<file path="config.mk">
export PLATFORM = sky130hd
export DESIGN_NAME = psum_acc_tree
export DESIGN_NICKNAME = d
export VERILOG_FILES = /design/src/rtl/psum_acc_tree.sv
export SDC_FILE = /design/constraint.sdc
export NUM_CORES = 1
export LEC_CHECK = 0
export ABC_CLOCK_PERIOD_IN_PS = 10730
export BUFFER_PORTS_ARGS = -buffer_cell sky130_fd_sc_hd__buf_2
export CORE_MARGIN = 1.5
export CORE_UTILIZATION = 25
export CTS_CLUSTER_SIZE = 24
export DETAILED_ROUTE_END_ITERATION = 8
export REMOVE_ABC_BUFFERS = 1
export SLEW_MARGIN = 40
export SYNTH_ARGS = -nofsm -noshare
export SYNTH_HDL_FRONTEND = slang
export SYNTH_SLANG_ARGS = --single-unit
</file>
<file path="constraint.sdc">
create_clock -name clk -period 10.73 [get_ports clk]
set_input_delay 2.146 -clock clk [delete_from_list [all_inputs] [get_ports clk]]
set_output_delay 2.146 -clock clk [all_outputs]
set_load 0.02 [all_outputs]
</file>
<file path="src/rtl/psum_acc_tree.sv">
// rtl/psum_acc_tree.sv - pipelined multi-lane partial-sum adder tree with frame accumulator
//
// Sums NUM_IN signed lanes per accepted beat through one input register stage and
// L = clog2(NUM_IN) registered adder levels, accumulates beats until the last beat
// of a frame, then adds the frame bias, shifts right arithmetically and saturates.
//
// Ports:
//   clk      rising-edge clock
//   rst_n    asynchronous reset, active low
//   s_valid  input beat valid
//   s_ready  block can accept a beat (low while a result is stalled)
//   s_data   NUM_IN lanes, lane i at [i*DWIDTH +: DWIDTH]
//   s_last   beat closes the frame
//   s_bias   frame bias, used only with s_last
//   m_valid  result valid
//   m_ready  downstream accepts result
//   m_data   saturated frame result
//   m_sat    saturation occurred somewhere in this frame
module psum_acc_tree #(
    parameter int DWIDTH    = 16,
    parameter int NUM_IN    = 4,
    parameter int MAX_BEATS = 256,
    parameter int SHIFT     = 0
) (
    input  logic                     clk,
    input  logic                     rst_n,
    input  logic                     s_valid,
    output logic                     s_ready,
    input  logic [NUM_IN*DWIDTH-1:0] s_data,
    input  logic                     s_last,
    input  logic [DWIDTH-1:0]        s_bias,
    output logic                     m_valid,
    input  logic                     m_ready,
    output logic [DWIDTH-1:0]        m_data,
    output logic                     m_sat
);

    localparam int L     = $clog2(NUM_IN);
    localparam int ACCW  = DWIDTH + L + $clog2(MAX_BEATS);
    localparam int RW    = ACCW + 2;
    localparam int NODES = 2 * NUM_IN - 1;

    // Stage k of the tree holds NUM_IN>>k nodes; all stages share one flat array.
    function automatic int off(input int k);
        return 2 * NUM_IN - 2 * (NUM_IN >> k);
    endfunction

    logic                      en;
    logic signed [ACCW-1:0]    node_q [NODES];
    logic [L:0]                vld_q;
    logic [L:0]                last_q;
    logic [L:0][DWIDTH-1:0]    bias_q;
    logic signed [ACCW-1:0]    acc_q;
    logic                      sticky_q;
    logic                      m_valid_q;
    logic [DWIDTH-1:0]         m_data_q;
    logic                      m_sat_q;

    logic signed [ACCW-1:0]    tree;
    logic [DWIDTH-1:0]         tbias;
    logic [ACCW:0]             acc_sum;
    logic                      acc_ovf;
    logic [ACCW-1:0]           acc_d;
    logic signed [RW-1:0]      fin_sum;
    logic signed [RW-1:0]      fin_sh;
    logic                      fin_ovf;
    logic [DWIDTH-1:0]         fin_d;

    // The whole pipeline freezes while a finished result waits for downstream.
    assign en      = !(m_valid_q && !m_ready);
    assign s_ready = en;
    assign m_valid = m_valid_q;
    assign m_data  = m_data_q;
    assign m_sat   = m_sat_q;

    assign tree  = node_q[NODES-1];
    assign tbias = bias_q[L];

    always_comb begin
        acc_sum = {acc_q[ACCW-1], acc_q} + {tree[ACCW-1], tree};
        acc_ovf = acc_sum[ACCW] != acc_sum[ACCW-1];
        acc_d   = acc_sum[ACCW-1:0];
        if (acc_ovf) begin
            acc_d = acc_sum[ACCW] ? {1'b1, {(ACCW-1){1'b0}}} : {1'b0, {(ACCW-1){1'b1}}};
        end

        fin_sum = {{2{acc_q[ACCW-1]}}, acc_q} + {{2{tree[ACCW-1]}}, tree}
                + {{(RW-DWIDTH){tbias[DWIDTH-1]}}, tbias};
        fin_sh  = fin_sum >>> SHIFT;
        // Fits in DWIDTH only if every bit above the result sign matches it.
        fin_ovf = fin_sh[RW-1:DWIDTH-1] != {(RW-DWIDTH+1){fin_sh[RW-1]}};
        fin_d   = fin_sh[DWIDTH-1:0];
        if (fin_ovf) begin
            fin_d = fin_sh[RW-1] ? {1'b1, {(DWIDTH-1){1'b0}}} : {1'b0, {(DWIDTH-1){1'b1}}};
        end
    end

    always_ff @(posedge clk or negedge rst_n) begin
        if (!rst_n) begin
            for (int j = 0; j < NODES; j++) begin
                node_q[j] <= '0;
            end
            vld_q     <= '0;
            last_q    <= '0;
            bias_q    <= '0;
            acc_q     <= '0;
            sticky_q  <= 1'b0;
            m_valid_q <= 1'b0;
            m_data_q  <= '0;
            m_sat_q   <= 1'b0;
        end else if (en) begin
            for (int j = 0; j < NUM_IN; j++) begin
                node_q[j] <= {{(ACCW-DWIDTH){s_data[j*DWIDTH+DWIDTH-1]}}, s_data[j*DWIDTH +: DWIDTH]};
            end
            vld_q[0]  <= s_valid;
            last_q[0] <= s_last;
            bias_q[0] <= s_bias;
            for (int k = 1; k <= L; k++) begin
                for (int j = 0; j < (NUM_IN >> k); j++) begin
                    node_q[off(k)+j] <= node_q[off(k-1)+2*j] + node_q[off(k-1)+2*j+1];
                end
                vld_q[k]  <= vld_q[k-1];
                last_q[k] <= last_q[k-1];
                bias_q[k] <= bias_q[k-1];
            end

            // With en=1 a held result has been taken, so m_valid only reflects a new load.
            m_valid_q <= vld_q[L] && last_q[L];
            if (vld_q[L]) begin
                if (last_q[L]) begin
                    m_data_q <= fin_d;
                    m_sat_q  <= sticky_q || fin_ovf;
                    acc_q    <= '0;
                    sticky_q <= 1'b0;
                end else begin
                    acc_q    <= acc_d;
                    sticky_q <= sticky_q || acc_ovf;
                end
            end
        end
    end

endmodule
</file>
Word-level counts from Yosys, hierarchy flattened
Cells that the tools add are included.
{"block": "classes", "add_sub_neg": 6, "reduce_logical": 8, "n_mux": 6, "bitwise_logic": 1, "eq_ne": 2}
{"operator": "$mux W26", "count": 3}
{"operator": "$add A26 B26 Y27", "count": 2}
{"operator": "$add A16 B16 Y17", "count": 2}
{"operator": "$mux W16", "count": 2}
{"operator": "$add A27 B16 Y28", "count": 1}
{"operator": "$add A26 B26 Y26", "count": 1}
{"operator": "$ne A12 B12 Y1", "count": 1}
{"operator": "$reduce_and A3 Y1", "count": 1}
{"operator": "$logic_and A1 B1 Y1", "count": 2}
{"operator": "$logic_not A1 Y1", "count": 2}
{"operator": "$logic_or A1 B1 Y1", "count": 2}
{"operator": "$reduce_and A2 Y1", "count": 1}
{"operator": "$mux W1", "count": 1}
{"operator": "$ne A1 B1 Y1", "count": 1}
{"operator": "$not A1 Y1", "count": 1}
{"block": "word_totals", "word_cells": 40, "input_bits": 85, "regBits": 241}

Depth between registers and ports, before layout
Gate-level depths: netlist of the first run.
{"block": "logic_depth", "depth_word": 4, "ltp_mapped": 16, "mapped_depth_nobuf": 15}

Least setup slack after synthesis of the first run
Ideal clock, no wire load.
{"block": "synth_path", "path_kind": "input port to output port", "startpoint": "input m_ready", "endpoint": "output s_ready", "n_path_buf": 3, "arrival_time_ps": 3150, "slack_ps": 5434, "cell_stages": 5, "t_required_ps": 8584, "cell_sequence": "nor2b_1 > clkbuf_1 > inv_2 > clkbuf_1 > clkbuf_1"}
{"block": "synth_between", "elab_chain_len": 3}
{"item": "from (decl)", "line_no": "33", "text": "input logic m_ready,"}
{"item": "$logic_not A1 Y1", "line_no": "70", "text": "assign en = !(m_valid_q && !m_ready);"}
{"item": "$logic_and A1 B1 Y1", "line_no": "70"}
{"item": "$logic_not A1 Y1", "line_no": "70"}
{"item": "to (decl)", "line_no": "28", "text": "output logic s_ready,"}
Every way passes these cells.

Final worst setup path of the first run
Same ends and word-level chain as after synthesis.

==> impl_metrics.tcl, run 1 <==
set metrics [dict create \
    drc 0 \
    final_layout_size_suffix_gt1_share_pct 11.00 \
    placed_cell_area_sq_mm 0.01498 \
    place.gp.congestion 0.8515 \
    min_path_cells 2 \
    detail-route-antenna-nets 0 \
    outcome "complete, no violations" \
    antenna_found_initial 0 \
    area_delta_synth_final_pct 16.31 \
    grt_pass1_vias 10720 \
    ys_warn_count 0 \
    crit_path_top_delay_cell "buf_2" \
    postCtsResizedCells 0 \
    layout_commonest_cell "nand2_1" \
    wl_per_cell_um 14.14 \
    cp-start-kind "primary input" \
    synth.distinct_cells 69 \
    cts_setup_buffers 0 \
    grt_pass1_wl_um 55280 \
    dr.pass1.iters 6 \
    synth-edff-count 0 \
    avgSynthCellArea_sq_um 8.801 \
    cts_tree "yes" \
    cts_buffer_depth 3 \
    synth.ff_latch_count 223 \
    syn_area_sq_mm 0.01369 \
    drv_cap 0 \
    diodes 0 \
    fillers 5738 \
    finalHoldViolCount 0 \
    io_buffers 103 \
    rows 85 \
    drt-total-wl_um 33360 \
    grt_max_degree 99 \
    cp_cell_sequence "buf_2 > nor2b_4 > inv_6 > buf_2" \
    cp_common_cell "buf_2" \
    ios 104 \
    via_count 10980 \
    clk_pin_slew_worst_paths_ns 0.06 \
    slew_headroom_pct 47.87 \
    synth_ff_type "dfrtp_1" \
    synthTopCellsByArea "dfrtp_1, nand2_1, ha_1, fa_1, a21oi_1" \
    synth_cells 1556 \
    first_iter_violations 495 \
    max_freq_ghz 0.2012 \
    initial_utilization_pct 25.35 \
    crit_path_max_incr_delay_ns 0.20 \
    stdcell_area_sq_mm 0.01593 \
    worstPathRequired_ns 8.58 \
    setup_violations 0 \
    synth_top_area_share_pct 40.75 \
    rr_worst_depth 12 \
    cp.arrival_ns 2.83 \
    die_area_sq_mm 0.05619 \
    hp-class "flop to flop" \
    grt_overflow 0 \
    layout.nets 1861 \
    hpwl_um 24420 \
    path_class "primary input to output port" \
    max_slew.worst_pin.slew_ns 0.7820 \
    htreeDepth 1 \
    worstSetupEndpointType "output port" \
    via_per_inst 4.653 \
    clock_latency_ns 0.57 \
    finClkSkew_ns 0.01384 \
    core-area_sq_mm 0.05403 \
    final_cell_mix "nand2_1, dfrtp_1, nor2_1" \
    cts.sinks 223 \
    rsz0062_at_grt "false" \
    seq_area_frac_synth_pct 40.75 \
    drv_slew 0 \
    die_h_um 237.0 \
    die-width_um 237.0 \
    fin_crit_ns 4.971 \
    synth_area_leader_cell "dfrtp_1" \
    min_period_over_period_pct 46.33 \
    holdBufCountCts 0 \
    cts_buffers 28 \
    crit_fanout 32 \
    track_usage_pct 11.94 \
    clockRootBuffer "clkbuf_16" \
    async_flop_share_pct 100.0 \
]
-- path summary, 6_finish.rpt --
path	start	end	slack [ns]
worst max-delay path	m_ready	s_ready	5.76
worst min-delay path	bias_q[15]$_DFFE_PN0N_	bias_q[15]$_DFFE_PN0N_	0.47
worst max register to register	tbias[15]$_DFFE_PN0N_	m_data[5]$_DFFE_PN0P_	5.89
worst min register to register	bias_q[15]$_DFFE_PN0N_	bias_q[15]$_DFFE_PN0N_	0.47
max in group asynchronous	rst_n	node_q[167]$_DFFE_PN0N_	7.34
min in group asynchronous	rst_n	bias_q[18]$_DFFE_PN0N_	1.43
-- stage by stage --
stage | utilization, % | TNS (ns) | setup WS (ns) | cells | hold WS, ns
after global routing | 29.48 | 0 | 5.501 | 2359 | 0.4924
after CTS | 29.42 | 0 | 5.746 | 2358 | 0.4683
after floorplan | - | -306.59 | -2.701 | 1501 | 0.4386
after detailed placement | 27.73 | 0 | 5.744 | 2309 | 0.4551
final | 29.48 | 0 | 5.759 | 2359 | 0.4651
after global placement | 27.67 | 0 | 5.747 | 2308 | 0.4501
-- worst max-delay path, delay by kind of cell --
| family | cells | cell delay (ns) |
|---|---|---|
| AND/OR/NAND/NOR | 1 | 0.18 |
| buffers and inverters | 3 | 0.46 |
-- metal layers --
metal	up-vias	routed length (um)	share of wire, %	GRT usage, %
met5	-	0	0	0
met4	0	719	2.2	2.933
met3	43	1222	3.7	1.679
met2	170	14850	45	19.13
met1	5217	16570	50	16.88
li1	5546	-	-	-
-- logic make-up (layout without fill, tap and decap cells) --
kind of cell	Yosys count	after routing	synth area share, %
multiplexers	2	2	0.1553
buffers and inverters	97	204	2.777
AO/OA/AOI/OAI	354	354	17.16
flip-flops	223	223	40.75
XOR/XNOR	72	72	4.605
AND/OR/NAND/NOR	676	676	20.79
adder cells (fa/ha/maj)	132	132	13.76
-- state kept, by name (all words and copies together) (netlist names) --
signal,flops
acc_q,26
bias_q,32
last_q,3
m_data,16
m_sat,1
m_valid,1
node_q,98
sticky_q,1
tbias,16
tree,26
vld_q,3
-- Yosys cell counts, types with 6 or more instances --
master,number
a21oi_1,105
or3_1,9
xnor2_1,45
nand4_1,9
a221o_1,17
nor2b_1,15
inv_1,41
ha_1,101
o211ai_1,6
fa_1,31
o31ai_1,9
a21boi_0,6
nand3_1,21
dfrtp_1,223
nand2_1,443
clkbuf_1,46
a211o_1,9
a31oi_1,6
o21a_1,13
a211oi_1,14
nor3b_1,6
a21o_1,39
xor2_1,27
and3_1,13
buf_1,6
nor3_1,17
o21ai_0,82
nand2b_1,11
nor2_1,106
and2_1,9
-- final cells by class --
class                           instances  area (sq um)  area share [%]
Multi-Input combinational cell       1236          7760           48.72
Sequential cell                       223          5580           35.04
Tap cell                              696         870.8           5.467
Clock buffer                           38         788.3           4.949
Timing Repair Buffer                  113         644.4           4.046
Inverter                               42         162.7           1.021
Clock inverter                         11         121.4          0.7620
Power of run 1 is not shown: default switching activity piles up to over one toggle a cycle in this logic, so the estimate is an artifact.
==> inputs of run 2 (changes only) <==
--- a/config.mk
+++ b/config.mk
@@ -5,7 +5,7 @@
 export SDC_FILE = /design/constraint.sdc
 export NUM_CORES = 1
 export LEC_CHECK = 0
-export ABC_CLOCK_PERIOD_IN_PS = 10730
+export ABC_CLOCK_PERIOD_IN_PS = 4370
 export BUFFER_PORTS_ARGS = -buffer_cell sky130_fd_sc_hd__buf_2
 export CORE_MARGIN = 1.5
 export CORE_UTILIZATION = 25
==> constraint.sdc (replaced) <==
create_clock -name clk -period 4.37 [get_ports clk]
set_input_delay 0.874 -clock clk [delete_from_list [all_inputs] [get_ports clk]]
set_output_delay 0.874 -clock clk [all_outputs]
set_load 0.02 [all_outputs]
==> impl_metrics.tcl, run 2 (same netlist as run 1, synthesis figures left out) <==
set metrics [dict create \
    dr.pass1.iters 7 \
    grt_pass1_wl_um 57860 \
    initial_utilization_pct 25.35 \
    die_h_um 237.0 \
    ios 104 \
    setup_violations 3 \
    clock_latency_ns 0.57 \
    grt_pass1_vias 11320 \
    rows 85 \
    via_per_inst 4.691 \
    slew_headroom_pct 34.89 \
    layout.nets 1887 \
    r2r-end "m_data[9]$_DFFE_PN0P_" \
    final_cell_mix "nand2_1, dfrtp_1, nor2_1" \
    failed_checks "setup timing" \
    setup_ws_ns -0.006576 \
    multi_input_area_sq_mm 0.007792 \
    pre_cts_slack_ns -0.05899 \
    grt_max_degree 163 \
    holdBufCountCts 0 \
    largest_reg_flops 98 \
    worstReg2RegStart "tree[1]$_DFFE_PN0N_" \
    outcome "finished with violations" \
    cts_buffers 27 \
    place.gp.congestion 0.8534 \
    clockRootBuffer "clkbuf_16" \
    max_slew.worst_pin.slew_ns 0.9766 \
    via_count 11180 \
    htreeDepth 1 \
    cp-start-kind "flop" \
    rsz0062_at_grt "true" \
    grt_overflow 0 \
    wl_per_cell_um 14.59 \
    drv_slew 0 \
    hold_slack_ns 0.1893 \
    rrSetupSlack_ns -0.007 \
    cp.arrival_ns 4.82 \
    core-area_sq_mm 0.05403 \
    drv_cap 0 \
    regMostFlops "node_q" \
    drc 0 \
    min_period_over_period_pct 100.2 \
    layoutNonFillerInstCount 2383 \
    path_class "flop to flop" \
    cts.sinks 223 \
    cts_buffer_depth 3 \
    drt-total-wl_um 34760 \
    diodes 0 \
    placedCellCount 2334 \
    seqCellArea_sq_mm 0.005580 \
    detail-route-antenna-nets 0 \
    crit_fanout 8 \
    finClkSkew_ns 0.01021 \
    fin_crit_ns 4.377 \
    first_iter_violations 608 \
    die_area_sq_mm 0.05619 \
    max_freq_ghz 0.2285 \
    rr_worst_depth 14 \
    antenna_found_initial 0 \
    finalHoldViolCount 0 \
    io_buffers 103 \
    area_delta_synth_final_pct 17.82 \
    clk_pin_slew_worst_paths_ns 0.06 \
    fillers 5727 \
    reg_top3 "node_q x98, bias_q x32" \
    worstPathRequired_ns 4.81 \
    worstSetupEndpointType "flop" \
    track_usage_pct 12.48 \
    hpwl_um 25030 \
    final_layout_size_suffix_gt1_share_pct 12.33 \
    hp-class "primary input to asynchronous set/reset pin" \
    cts_tree "yes" \
    die-width_um 237.0 \
    post-route-util_pct 29.86 \
    layout_commonest_cell "nand2_1" \
]
## run 2: layout make-up
| class | instances | share of cell area (%) |
|---|---|---|
| Inverter | 42 | 1.008 |
| Sequential cell | 223 | 34.59 |
| Tap cell | 696 | 5.397 |
| Timing Repair Buffer | 139 | 5.312 |
| Multi-Input combinational cell | 1237 | 48.30 |
| Clock buffer | 37 | 4.544 |
| Clock inverter | 9 | 0.8530 |
## run 2: worst max-delay path, stage by stage, from the launching register on
cell and delay [ns]:
dfrtp_1 0.40, fa_1 0.48, ha_2 0.20, fa_2 0.37, a211oi_4 0.28, o211ai_2 0.12, a41o_4 0.29, buf_6 0.11
o31a_1 0.26, xnor2_1 0.20, nand2_1 0.07, or3b_4 0.38, or4b_4 0.52, o211a_4 0.31, a221o_1 0.27
## run 2: worst max path at each step
| stage | startpoint | end | slack, ns | depth (start not counted) |
|---|---|---|---|---|
| global placement | tree[1]$_DFFE_PN0N_ | m_data[14]$_DFFE_PN0P_ | 0.004 | 13 |
| floorplan | m_ready | m_data[14]$_DFFE_PN0P_ | -7.62 | 7 |
| global route | tree[1]$_DFFE_PN0N_ | m_data[3]$_DFFE_PN0P_ | -0.18 | 15 |
| CTS | tree[1]$_DFFE_PN0N_ | m_data[8]$_DFFE_PN0P_ | -0.02 | 14 |
| detailed placement | tree[1]$_DFFE_PN0N_ | m_data[9]$_DFFE_PN0P_ | -0.06 | 13 |
| finish | tree[1]$_DFFE_PN0N_ | m_data[9]$_DFFE_PN0P_ | -0.007 | 14 |
## run 2: metrics by stage
step                cell area (sq um)  setup TNS (ns)
floorplan                       13470        -1405.29
global placement                15180               0
detailed placement              15180         -0.7701
CTS                             16080        -0.04462
global route                    16130          -2.499
finish                          16130        -0.01273
## run 2: what timing repair did
action / CTS / global route
endpoints found under the setup margin: 15 / 16
gates resized for setup: 6 / 3
pin swaps: 8 / 1
setup buffers: 0 / 1
gates cloned: 1 / 0
## run 2: per-layer routing
| metal | vias to the layer above | track usage [%] | wire length, um |
|---|---|---|---|
| met5 | - | 0 | 0 |
| met4 | 0 | 2.467 | 563 |
| li1 | 5587 | - | - |
| met1 | 5331 | 17.14 | 16720 |
| met2 | 227 | 20.71 | 15860 |
| met3 | 34 | 1.993 | 1616 |
Power of run 2 is left out for the same reason.
